$ cat config.mk
export PLATFORM = sky130hd
export DESIGN_NAME = unibus_arbiter
export DESIGN_NICKNAME = d
export VERILOG_FILES = /design/src/rtl/unibus_arbiter.sv
export SDC_FILE = /design/constraint.sdc
export NUM_CORES = 1
export LEC_CHECK = 0
export ABC_AREA = 1
export CELL_PAD_IN_SITES_DETAIL_PLACEMENT = 2
export CELL_PAD_IN_SITES_GLOBAL_PLACEMENT = 2
export CORE_ASPECT_RATIO = 0.75
export CORE_UTILIZATION = 34
export DETAILED_ROUTE_END_ITERATION = 8
export DONT_BUFFER_PORTS = 1
export PLACE_DENSITY_LB_ADDON = 0.1
export SETUP_SLACK_MARGIN = 0.1
export SYNTH_ARGS = -nofsm -noshare
export SYNTH_HDL_FRONTEND = slang
export SYNTH_SLANG_ARGS = --single-unit
$ cat constraint.sdc
create_clock -name CLK -period 3.6 [get_ports CLK]
set_input_delay 0.54 -clock CLK [delete_from_list [all_inputs] [get_ports CLK]]
set_output_delay 0.54 -clock CLK [all_outputs]
set_load 0.02 [all_outputs]
$ cat src/rtl/unibus_arbiter.sv
// Two-port sequencer/arbiter for the shared multiplexed uniBus (fetch = port 0, data = port 1).
// Define UNIBUS_ARB_RR_EN for round-robin arbitration; default is fixed priority with port 1 first.
module unibus_arbiter #(
  parameter int unsigned DW        = 8,
  parameter int unsigned DATA_WAIT = 0
) (
  input  logic          CLK,
  input  logic          RST,
  input  logic          req0,
  input  logic          req1,
  input  logic          we0,
  input  logic          we1,
  input  logic [DW-1:0] addr0,
  input  logic [DW-1:0] addr1,
  input  logic [DW-1:0] wdata0,
  input  logic [DW-1:0] wdata1,
  output logic          gnt0,
  output logic          gnt1,
  output logic          done0,
  output logic          done1,
  output logic [DW-1:0] rdata,
  output logic          busy,
  output logic [DW-1:0] bus_out,
  output logic          bus_oe,
  input  logic [DW-1:0] bus_in,
  output logic          mem_ale,
  output logic          mem_rd,
  output logic          mem_wr
);

  localparam logic [3:0] LP_WAIT = 4'(DATA_WAIT);

  typedef enum logic [2:0] {
    S_IDLE,
    S_ADDR,
    S_TURN,
    S_WDATA,
    S_RDATA,
    S_DONE
  } state_t;

  state_t        r_state;
  state_t        w_next;
  logic          r_port;
  logic          r_we;
  logic [DW-1:0] r_addr;
  logic [DW-1:0] r_wdata;
  logic [3:0]    r_cnt;
  logic [DW-1:0] r_rdata;
  logic          w_req_any;
  logic          w_win;
  logic          w_last;
  logic          w_gnt;
  logic          w_done;

  assign w_req_any = req0 | req1;
  assign w_last    = (r_cnt == '0);

`ifdef UNIBUS_ARB_RR_EN
  logic r_last;

  // On a tie the port that was not served last wins; r_last resets to port 0.
  assign w_win = req1 & (~req0 | ~r_last);

  always_ff @(posedge CLK) begin
    if (!RST) begin
      r_last <= 1'b0;
    end else if (r_state == S_IDLE && w_req_any) begin
      r_last <= w_win;
    end
  end
`else
  assign w_win = req1;
`endif

  always_ff @(posedge CLK) begin
    if (!RST) begin
      r_state <= S_IDLE;
      r_port  <= 1'b0;
      r_we    <= 1'b0;
      r_addr  <= '0;
      r_wdata <= '0;
      r_cnt   <= '0;
      r_rdata <= '0;
    end else begin
      r_state <= w_next;
      if (r_state == S_IDLE && w_req_any) begin
        r_port  <= w_win;
        r_we    <= w_win ? we1 : we0;
        r_addr  <= w_win ? addr1 : addr0;
        r_wdata <= w_win ? wdata1 : wdata0;
      end
      if (r_state == S_ADDR) begin
        r_cnt <= LP_WAIT;
      end else if ((r_state == S_WDATA || r_state == S_RDATA) && !w_last) begin
        r_cnt <= r_cnt - 4'd1;
      end
      if (r_state == S_RDATA && w_last) begin
        r_rdata <= bus_in;
      end
    end
  end

  always_comb begin
    w_next  = r_state;
    w_gnt   = 1'b0;
    w_done  = 1'b0;
    bus_out = '0;
    bus_oe  = 1'b0;
    mem_ale = 1'b0;
    mem_rd  = 1'b0;
    mem_wr  = 1'b0;
    unique case (r_state)
      S_IDLE: begin
        if (w_req_any) w_next = S_ADDR;
      end
      S_ADDR: begin
        w_gnt   = 1'b1;
        bus_out = r_addr;
        bus_oe  = 1'b1;
        mem_ale = 1'b1;
        w_next  = r_we ? S_WDATA : S_TURN;
      end
      S_TURN: begin
        w_gnt  = 1'b1;
        mem_rd = 1'b1;
        w_next = S_RDATA;
      end
      S_WDATA: begin
        w_gnt   = 1'b1;
        bus_out = r_wdata;
        bus_oe  = 1'b1;
        mem_wr  = 1'b1;
        if (w_last) w_next = S_DONE;
      end
      S_RDATA: begin
        w_gnt  = 1'b1;
        mem_rd = 1'b1;
        if (w_last) w_next = S_DONE;
      end
      S_DONE: begin
        w_done = 1'b1;
        w_next = S_IDLE;
      end
      default: w_next = S_IDLE;
    endcase
    gnt0  = w_gnt & ~r_port;
    gnt1  = w_gnt & r_port;
    done0 = w_done & ~r_port;
    done1 = w_done & r_port;
  end

  assign busy  = (r_state != S_IDLE);
  assign rdata = r_rdata;

endmodule

==> results, run 1 <==
- The number of slew-limit violations in the final report is 0.
- Yosys instantiated no cell more often than nand2_1.
- In the routed design, unresolved DRC markers number 0.
- At the pin with the least slew margin, the transition time is 0.614 ns.
- The layout overhead on the synthesized area is 6.92%.
- Setup repair after global routing left no endpoint under its margin.
- In this design, the stage delay of the slowest critical-path cell is 0.44 ns.
- The region available for standard cell placement spans 4570 um^2.
- In this run the tool buffered the top-level ports with 0 buffer cells.
- The routed layout has 1588 vias.
- The wire length of the first global-routing pass is 7.96 mm.
- The via density per instance is 5.19.
- The critical path in this run is classified as flip-flop to output port.
- The area of the mapped netlist is 1660 um^2.
- The cell family contributing the most delay on the critical path is flip-flops.
- Dividing the final minimum period by the clock period gives 61.8%.
- The number of inserted filler cells in the final layout is 581.
- Yosys mapped the design onto 28 distinct sky130hd cell types.
- Dividing the detail-routed wire length by the instance count gives 16.0 um.
- The antenna violation net count after detailed routing is 0.
- The die is 62.6 um tall.
- After routing the design area is 1780 um^2.
- After the first detailed-routing iteration, the DRC count stood at 53.
- The clock net sink count is 33.
- The floorplan step set the die width to 82.8 um.
- Counting flops with a built-in enable in the synthesized netlist gives 0.
- Buffers inserted during clock tree synthesis total 5.
- The count of placed standard cells in the final layout, fillers left out is 306.
- The total of endpoints with negative setup slack in the final report is 0.
- The final clock skew is 0.00216 ns.
- The number of placed instances, taps included, is 298.
- The initial antenna violation count is 0.
- The overall overflow remaining after global route is 0.
- The most used flip-flop cell after synthesis is dfxtp_1.
- Ranked by instance count, the synthesized netlist is headed by nand2_1, nor2_1, dfxtp_1, o21ai_0, inv_1.
- Synthesis produced 248 cells.
- Entering global routing, the biggest net connects 29 pins.
- The aggregate negative setup slack is 0 ns.
- Summed over all layers, the routed wires come to 4.89 mm.
- The clock input transition at the sequential cells of the worst setup and hold paths is 0.07 ns.
- Timing analysis after detailed placement gives a worst setup slack of 1.69 ns.
- The top-level port count is 71.
- The number of setup buffers added after CTS is 0.
- The number of global-route vias before repair is 1627.
- Walking the worst path, the cells encountered are inv_1 -> nor2_1 -> nand2_1 -> inv_2 -> a22o_1.
- At the worst endpoint, the required time is 3.06 ns.
- In this run the core area contains 21 standard-cell rows.
- The relative slew slack is 58.9%.
- After synthesis, the share of flip-flops with an asynchronous set or reset is 0%.
- The net count after synthesis is 295.
- The depth of the CTS H-tree is 2.
- The final worst slack is 1.37 ns.
- Before antenna repair, the detailed router went through 4 iterations.
- In this run, post-CTS hold repair placed 0 buffers.
- The total buffers and inverters traversed by the critical path is 2.
- After detailed placement, the total cell area comes to 1690 um^2.
- Of the cells placed in the final design, the portion with a size suffix greater than 1 is 8.43%.
- The hold violation total from the final report is 0.
- The tree is rooted in a clkbuf_8.
- The flow ran to the end, and the final reports show no timing, DRC or antenna violations.
- Among all stages on the critical path, the largest delay is contributed by dfxtp_1.
- The synthesized design spends more area on one cell type than any other, namely dfxtp_1.
- The count of max-cap constraint violations is 0.
- TritonCTS built the clock tree.
- IR analysis of the VDD net gives a maximum drop of 0.152 mV.
- Cells fill 38.9% of the core in the end.
- The worst setup path is launched from a flip-flop.
- The clock latency on the worst-skew pair is 0.29 ns.
- The synthesized area per cell is 6.71 um^2.
- Post-CTS repair changed the size of 0 cells.
- The final RePlAce weighted congestion is 0.718.
- The repair_antennas step left the layout with diodes totalling 0.
- The power density relative to cell area is 542 nW/um^2.
- Summed over all nets, the half-perimeter wirelength after detailed placement is 3.73 mm.
- After the last flow step, the layout net total stands at 295.
- Sorting the synthesized cells by area gives the leading types as dfxtp_1, nand2_1, nor2_1.
- The overall global routing resource usage is 20.7%.
- The maximum number of buffers from clock root to sink is 2.
- The share of Yosys cell area claimed by the top area cell type is 39.7%.
- The initial utilization of the core area, before any placement, comes to 36.4%.
- The maximum net fanout on the critical path is 9.
- The path class of the tightest hold or removal check is input port to flip-flop.
- Counting I/O delays and the setup requirement, the final critical path takes 2.23 ns.
- In this run, synthesis produced a sequential element count of 33.
- The signal arrival time at the worst endpoint is 1.69 ns.
- The sequential element share of the synthesized area is 39.7%.
- The floorplan step defined a die boundary enclosing 5180 um^2.
- The worst setup path is captured at an output port.
- The Yosys step of the flow raised 0 warnings.
- Static timing analysis puts the maximum clock frequency at 449 MHz.
- The analysis attributes to cell leakage a power of 0.836 nW.
[placed cells by master (no fill, tap or decap), types with 5 or more instances in the layout]
cell / synthesis / routed
nand2_1: 71 / 71
nor2_1: 58 / 58
dfxtp_1: 33 / 33
o21ai_0: 17 / 17
inv_1: 13 / 13
o21ai_1: 9 / 9
a22o_1: 8 / 8
nand3_1: 6 / 6
a21oi_1: 6 / 6
clkbuf_8: 0 / 5
[power by group]
group,switching (W),leakage [nW],internal [W]
Sequential,0.0000457,0.271,0.000415
Combinational,0.000164,0.521,0.0000652
Clock,0.000141,0.0439,0.000133
Total,0.000350,0.836,0.000613
[registers in the layout, indices dropped and copies added (netlist names)]
name	flops
r_addr	8
r_we	1
r_cnt	4
rdata	8
r_wdata	8
r_port	1
r_state	3
[area by class of cell]
cell class | instances | area (um^2) | share of cell area (%)
repair buffers | 1 | 7.51 | 0.422
inverters | 17 | 66.3 | 3.73
flip-flops and latches | 33 | 661 | 37.2
clock inverters | 3 | 17.5 | 0.985
clock buffers | 5 | 68.8 | 3.87
multi-input cells | 190 | 886 | 49.8
well taps | 57 | 71.3 | 4.01
[stage by stage]
| step | power, W | hold WS (ns) |
|---|---|---|
| 6_report | 0.000963 | 0.388 |
| 5_1_grt | 0.00102 | 0.384 |
| 4_1_cts | 0.000975 | 0.379 |
| 3_5_place_dp | 0.000699 | 0.486 |
| 3_3_place_gp | 0.000691 | 0.477 |
| 2_1_floorplan | 0.000656 | 0.457 |
[worst register-to-register path, delay by kind of cell (launching register included)]
| kind | cells | cell delay [ns] |
|---|---|---|
| buffers and inverters | 2 | 0.27 |
| flip-flops | 1 | 0.32 |
| AND/OR/NAND/NOR | 4 | 0.68 |
| adder cells (fa/ha/maj) | 1 | 0.23 |
[cells by family after synthesis]
group	Yosys count	share of synthesized area [%]
compound gates	44	16.6
xor+xnor	1	0.527
fa+ha+maj	1	0.752
buf+inv	25	7.00
flops	33	39.7
simple gates	144	35.4
[path summary, 6_finish.rpt]
kind,from,cells past startpoint,endpoint,slack (ns)
max,r_state[0],5,bus_out[7],1.37
min reg2reg,r_cnt[0],2,r_cnt[0],0.50
min,bus_in[6],2,rdata[6],0.39
max reg2reg,r_cnt[0],7,rdata[0],1.98
[per-layer routing]
layer | global-route usage [%] | part of all wire [%] | vias to the layer above
met2 | 30.7 | 43 | 53
met1 | 27.9 | 48 | 736
met3 | 5.84 | 7.0 | 10
met4 | 8.19 | 1.8 | 0
li1 | - | - | 789
met5 | 0 | 0 | -
No activity file was read; power rests on OpenSTA's default activity.
==> run 2: changes to the inputs <==
--- a/config.mk
+++ b/config.mk
@@ -9,7 +9,7 @@
 export CELL_PAD_IN_SITES_DETAIL_PLACEMENT = 2
 export CELL_PAD_IN_SITES_GLOBAL_PLACEMENT = 2
 export CORE_ASPECT_RATIO = 0.75
-export CORE_UTILIZATION = 34
+export CORE_UTILIZATION = 28
 export DETAILED_ROUTE_END_ITERATION = 8
 export DONT_BUFFER_PORTS = 1
 export PLACE_DENSITY_LB_ADDON = 0.1
==> constraint.sdc (replaced) <==
create_clock -name CLK -period 1.85 [get_ports CLK]
set_input_delay 0.2775 -clock CLK [delete_from_list [all_inputs] [get_ports CLK]]
set_output_delay 0.2775 -clock CLK [all_outputs]
set_load 0.02 [all_outputs]
==> run 2 against run 1 <==
Net effect:
- sequential share of layout area is 4.0 points lower
- die area rose by 21%
- first-iteration DRC count increased by 32%
- critical path type unchanged
- largest cell class unchanged
- largest power group unchanged
==> results, run 2 (same netlist as run 1, synthesis figures left out) <==
- The run finished with clean final reports.
- The largest individual stage delay along the critical path comes from the cell dfxtp_4.
- In this design, the largest share of critical-path delay is due to flip-flops.
- The relative slew slack is 58.5%.
- For the worst setup path, the data required time is 1.57 ns.
- The hold slack is 0.121 ns.
- The count of max-cap constraint violations is 0.
- The clock drives 33 sinks.
- Global routing finished with a remaining overflow of 0.
- The number of buffers created by CTS is 5.
- Input and output buffers added on the ports amount to 0.
- The kind of capture point of the worst setup path is an output port.
- In the layout the commonest cells are nand2_1, nor2_1, dfxtp_1.
- The biggest cell delay along the critical path is 0.40 ns.
- The root buffer cell chosen for the clock tree is clkbuf_8.
- The area of the die is 6250 um^2.
- Row generation in the floorplan step produced 23 rows.
- The initial antenna violation count is 0.
- The pre-antenna-repair detailed-routing pass consisted of 4 iterations.
- The number of vias in the routed layout is 1624.
- On the final layout, the worst clock skew is 0.00497 ns.
- The overall global routing resource usage is 18.1%.
- Summed over all cells, the static leakage comes to 0.951 nW.
- The post-detailed-routing wire length is 5.46 mm.
- The maximum vdd ir drop is 0.363 mV.
- In the final timing run, aggregate negative setup slack is 0 ns.
- The final clock period utilization by the worst path is 92.6%.
- The fmax is 584 MHz.
- The total buffers and inverters traversed by the critical path is 2.
- The post-cts hold buffer count is 0.
- From left edge to right edge, the die measures 91.0 um.
- Dividing the detail-routed via count by the number of cells gives 4.85.
- The core region is 5530 um^2.
- In this run the number of H-tree levels came out at 2.
- The antenna diode instance count is 0.
- Entering global routing, the biggest net connects 29 pins.
- The library cell used most frequently in the layout, excluding fill and tap cells, is nand2_1.
- The estimated wirelength of the detail-placed design is 3.63 mm.
- No sink is reached through more buffers than the 2 on the longest clock path.
- The area growth from synthesis to layout is 21.8%.
- STA puts the critical path data arrival time at 1.43 ns.
- The clock input transition at the sequential cells of the worst setup and hold paths is 0.07 ns.
- The design draws 0.00219 W.
- The post-placement cell count is 320.
- The total of endpoints with negative setup slack in the final report is 0.
- The initial DRC count is 70.
- The number of slew-limit violations in the final report is 0.
- After detailed routing, the number of remaining DRC violations is 0.
- The die is 68.7 um tall.
- The count of placed standard cells in the final layout, fillers left out is 335.
- The maximum net fanout on the critical path is 5.
- The worst-margin pin slew is 0.619 ns.
- The critical path goes through clkinvlp_4 -> nand3_4 -> clkinv_2 -> a22o_4.
- Of the cells placed in the final design, the portion with a size suffix greater than 1 is 18.5%.
- The antenna violation net count after detailed routing is 0.
- At the end of routability-driven placement, the weighted congestion stood at 0.766.
- The clock period could shrink to 1.71 ns.
- In this run the worst hold path is classified as input port to flip-flop.
- The initial standard-cell utilization of the core is 30.1%.
- The number of global-route vias before repair was 1646.
- The type of the worst setup path is flip-flop to output port.
- For this design the top-level I/O count stands at 71.
- At the end of the flow, the number of nets in the layout was 306.
- In this run the power density over the cells is 1080 nW/um^2.
- Setup repair after global routing left no endpoint under its margin.
- The hold violation total from the final report is 0.
- The clock latency on the worst-skew pair is 0.29 ns.
- The first global-routing pass estimated 8.52 mm of wire.
- TritonCTS built the clock tree.
- The category of the worst setup path launch point is a flip-flop.
- The detail-routed net length per standard cell is 16.3 um.
[run 2: changes by cell type in the layout (fill, tap and decap cells not counted), moves of 3 or more]
cell	delta
dfxtp_4	+3
inv_1	-3
dfxtp_1	-3
buf_4	+9
a22o_1	-8
a22o_4	+7
[run 2: layer usage]
layer	track usage, %	wire [um]
met1	24.5	2800
met4	4.17	41
met3	6.58	324
met5	0	0
met2	27.7	2300
[run 2: final timing paths]
kind / endpoint / cells past startpoint / start / slack (ns)
min reg2reg: r_cnt[0] / 2 / r_cnt[0] / 0.49
max: bus_out[1] / 4 / r_state[2] / 0.14
min: rdata[7] / 2 / bus_in[7] / 0.12
max reg2reg: r_wdata[4] / 6 / r_state[2] / 0.26
[run 2: through the flow]
step                      utilization [%]  instance area [um^2]  setup WS, ns
after global placement               31.6                  1740         0.297
after global routing                 36.7                  2030        0.0430
final                                36.7                  2030         0.138
after CTS                            35.1                  1940        0.0953
after floorplan                         -                  1660         0.100
after detailed placement             31.6                  1740         0.238
[run 2: power by group]
part	switching, W	internal [W]
Sequential	0.000108	0.000811
Combinational	0.000360	0.000183
Clock	0.000285	0.000439
[run 2: worst register-to-register path, delay by kind of cell, from the launching register on]
| family | cells | cell delay [ns] |
|---|---|---|
| AO/OA/AOI/OAI | 2 | 0.47 |
| buffers and inverters | 3 | 0.56 |
| flip-flops | 1 | 0.40 |
| AND/OR/NAND/NOR | 1 | 0.06 |
[run 2: cell type report]
class | instances | area [um^2]
clock buffers | 7 | 86.3
repair buffers | 10 | 75.1
clock inverters | 1 | 30.0
repair inverters | 2 | 12.5
multi-input cells | 190 | 976
well taps | 75 | 93.8
fillers | 680 | 3500
flip-flops and latches | 33 | 672
inverters | 17 | 80.1
[run 2: what timing repair did]
item	in CTS	in global routing
gates resized for setup	16	13
endpoints found under the setup margin	11	10
cloned	1	1
pin swaps	0	2
setup buffers	0	5
==> run 3: changes to the inputs <==
--- a/config.mk
+++ b/config.mk
@@ -6,10 +6,10 @@
 export NUM_CORES = 1
 export LEC_CHECK = 0
 export ABC_AREA = 1
-export CELL_PAD_IN_SITES_DETAIL_PLACEMENT = 2
-export CELL_PAD_IN_SITES_GLOBAL_PLACEMENT = 2
+export CELL_PAD_IN_SITES_DETAIL_PLACEMENT = 0
+export CELL_PAD_IN_SITES_GLOBAL_PLACEMENT = 1
 export CORE_ASPECT_RATIO = 0.75
-export CORE_UTILIZATION = 28
+export CORE_UTILIZATION = 37
 export DETAILED_ROUTE_END_ITERATION = 8
 export DONT_BUFFER_PORTS = 1
 export PLACE_DENSITY_LB_ADDON = 0.1
==> run 3 against run 2 <==
Net effect:
- first-iteration DRC count increased by 29%
- core utilization rose by 7.8 points
- combinational power is 15% lower
- critical endpoint unchanged
- largest power group unchanged
- highest routed layer unchanged
==> results, run 3 (same netlist as run 1, synthesis figures left out) <==
- The clock latency on the worst-skew pair is 0.29 ns.
- The total DRC errors in the routed layout is 0.
- The final net count is 298.
- The capture point of the worst path is bus_out[1].
- At the worst endpoint, the arrival time is 1.39 ns.
- Across every metal layer, demand over resource in global routing totals 17.4%.
- The fraction of final layout cells sized beyond drive strength 1 is 14.3%.
- Clock-pin slew was measured on the worst setup and hold paths at 0.07 ns.
- The worst register-to-register path ends at r_addr[0].
- Between clock sinks in the finished design, the worst skew comes to 0.00500 ns.
- The path class of the tightest hold or removal check is input port to flip-flop.
- Row generation in the floorplan step produced 20 rows.
- Setup slack on the worst reg-to-reg path comes out at 0.36 ns.
- Max-cap violations in this run came to 0.
- The die span in y is 60.1 um.
- Power spread over the standard cell area amounts to 1120 nW/um^2.
- The depth of the CTS H-tree is 2.
- Clock tree synthesis found a total of 33 sinks.
- Detailed placement ended at an HPWL of 2.81 mm.
- The post-cts hold buffer count is 0.
- The final RePlAce weighted congestion is 0.852.
- The maximum number of buffers from clock root to sink is 2.
- The fmax is 599 MHz.
- The initial DRC count is 90.
- The total of endpoints with negative setup slack in the final report is 0.
- The type of the worst setup path is flip-flop to output port.
- The maximum vdd ir drop is 0.483 mV.
- The flow ran to the end, and the final reports show no timing, DRC or antenna violations.
- Once placement completed, the tool counted placed cells totaling 298.
- Compared with the post-synthesis result, the final layout area differs by 11.7%.
- The kind of capture point of the worst setup path is an output port.
- The root buffer cell chosen for the clock tree is clkbuf_8.
- Entering global routing, the biggest net connects 29 pins.
- The CTS tree is yes.
- The relative slew slack is 58.9%.
- The initial standard-cell utilization of the core is 39.8%.
- The top cell types in the final layout, fill and taps aside, are nand2_1, nor2_1, dfxtp_1.
- The leading cell type in the layout, fill and taps excluded is nand2_1.
- The number of search-and-repair iterations in the first detailed-routing pass is 4.
- The worst-margin pin slew is 0.613 ns.
- The hold violation total from the final report is 0.
- The floorplan step defined a die boundary enclosing 4770 um^2.
- The overall overflow remaining after global route is 0.
- The number of slew-limit violations in the final report was 0.
- The number of inserted filler cells in the final layout is 432.
- The wire length of the first global-routing pass is 6.07 mm.
- For the final routed database, the setup TNS stands at 0 ns.
- The worst setup path is launched from a flip-flop.
- Summing over every cut layer, the via total after detailed routing is 1505.
- The depth of the worst register-to-register path is 6.
- The initial antenna violation count is 0.
- In this run the count of I/O pins placed on the die edge is 71.
- After layout, the minimum clock period comes to 1.67 ns.
- Dividing the detail-routed via count by the number of cells gives 4.90.
- 0 antenna diodes ended up in the layout.
- The count of buffers added on input and output ports is 0.
- Setup repair after global routing left no endpoint under its margin.
- The detail-routed net length per standard cell is 13.0 um.
- Counting the buffers created by CTS gives 5.
- The worst register-to-register path begins at r_state[1].
- The endpoint required time on the critical path is 1.57 ns.
- The width of the die is 79.4 um.
- The post-detailed-routing wire length is 3.99 mm.
- The count of nets left with antenna violations once routing finished came out at 0.
- The static leakage is 0.876 nW.
- The post-route total power is 0.00207 W.
- The count of placed standard cells in the final layout, fillers left out is 307.
- The number of global-route vias before repair is 1245.
- The standard cell core area is 4180 um^2.
- The final clock period utilization by the worst path is 90.3%.
- The launch point of the worst path is r_state[0].
- Of all nets on the critical path, the largest fanout is 9.
==> run 3: changes by cell type in the layout (fill, tap and decap cells not counted), sizes merged <==
cell,previous run,this run
inv,15,16
clkinv,2,1
clkinvlp,2,1
buf,10,4
clkbuf,7,6
==> run 3: routing by layer <==
metal  track usage (%)  part of all wire [%]  vias to the layer above
met5                 0                     0                        -
met4              8.57                   1.1                        0
met3              5.04                   5.7                        6
met2              22.5                    39                       52
met1              25.7                    54                      652
li1                  -                     -                      795
==> run 3: power by group <==
group / internal [W] / leakage (nW) / switching (W)
Clock: 0.000438 / 0.0574 / 0.000273
Sequential: 0.000810 / 0.272 / 0.0000913
Combinational: 0.000150 / 0.546 / 0.000311
==> run 3: worst min path at each step <==
stage              start        to  slack, ns  cells past startpoint
3_5_place_dp   bus_in[7]  rdata[7]       0.42                      2
5_1_grt             req1    r_port       0.11                      2
3_3_place_gp   bus_in[4]  rdata[4]       0.42                      2
4_1_cts             req1    r_port       0.12                      2
2_1_floorplan  bus_in[0]  rdata[0]       0.41                      2
6_report       bus_in[4]  rdata[4]       0.12                      2
==> run 3: critical path: stages, from the launching register on <==
cell and delay, ns:
dfxtp_2 0.39, inv_1 0.07, nor2_1 0.14, nand2_1 0.14, inv_4 0.14, a22o_2 0.23
==> run 3: what timing repair did <==
item,4_1_cts,5_1_grt
pin swaps,0,1
resized for setup,5,9
setup endpoints to repair,10,11
buffers inserted,0,1
==> run 3: final cells by class <==
type / instances / area [um^2] / area share [%]
clock buffers: 6 / 82.6 / 4.44
clock inverters: 2 / 37.5 / 2.02
inverters: 17 / 71.3 / 3.84
multi-input cells: 190 / 903 / 48.6
flip-flops and latches: 33 / 664 / 35.8
well taps: 55 / 68.8 / 3.70
repair buffers: 4 / 30.0 / 1.62
==> run 3: per-stage QoR <==
step | hold WS [ns] | util (%) | area [um^2] | setup slack, ns
after floorplan | 0.412 | - | 1660 | 0.100
after global placement | 0.416 | 40.8 | 1700 | 0.335
after detailed placement | 0.421 | 40.8 | 1700 | 0.330
after CTS | 0.117 | 43.8 | 1830 | 0.0732
after global routing | 0.112 | 44.5 | 1860 | 0.114
final | 0.123 | 44.5 | 1860 | 0.179
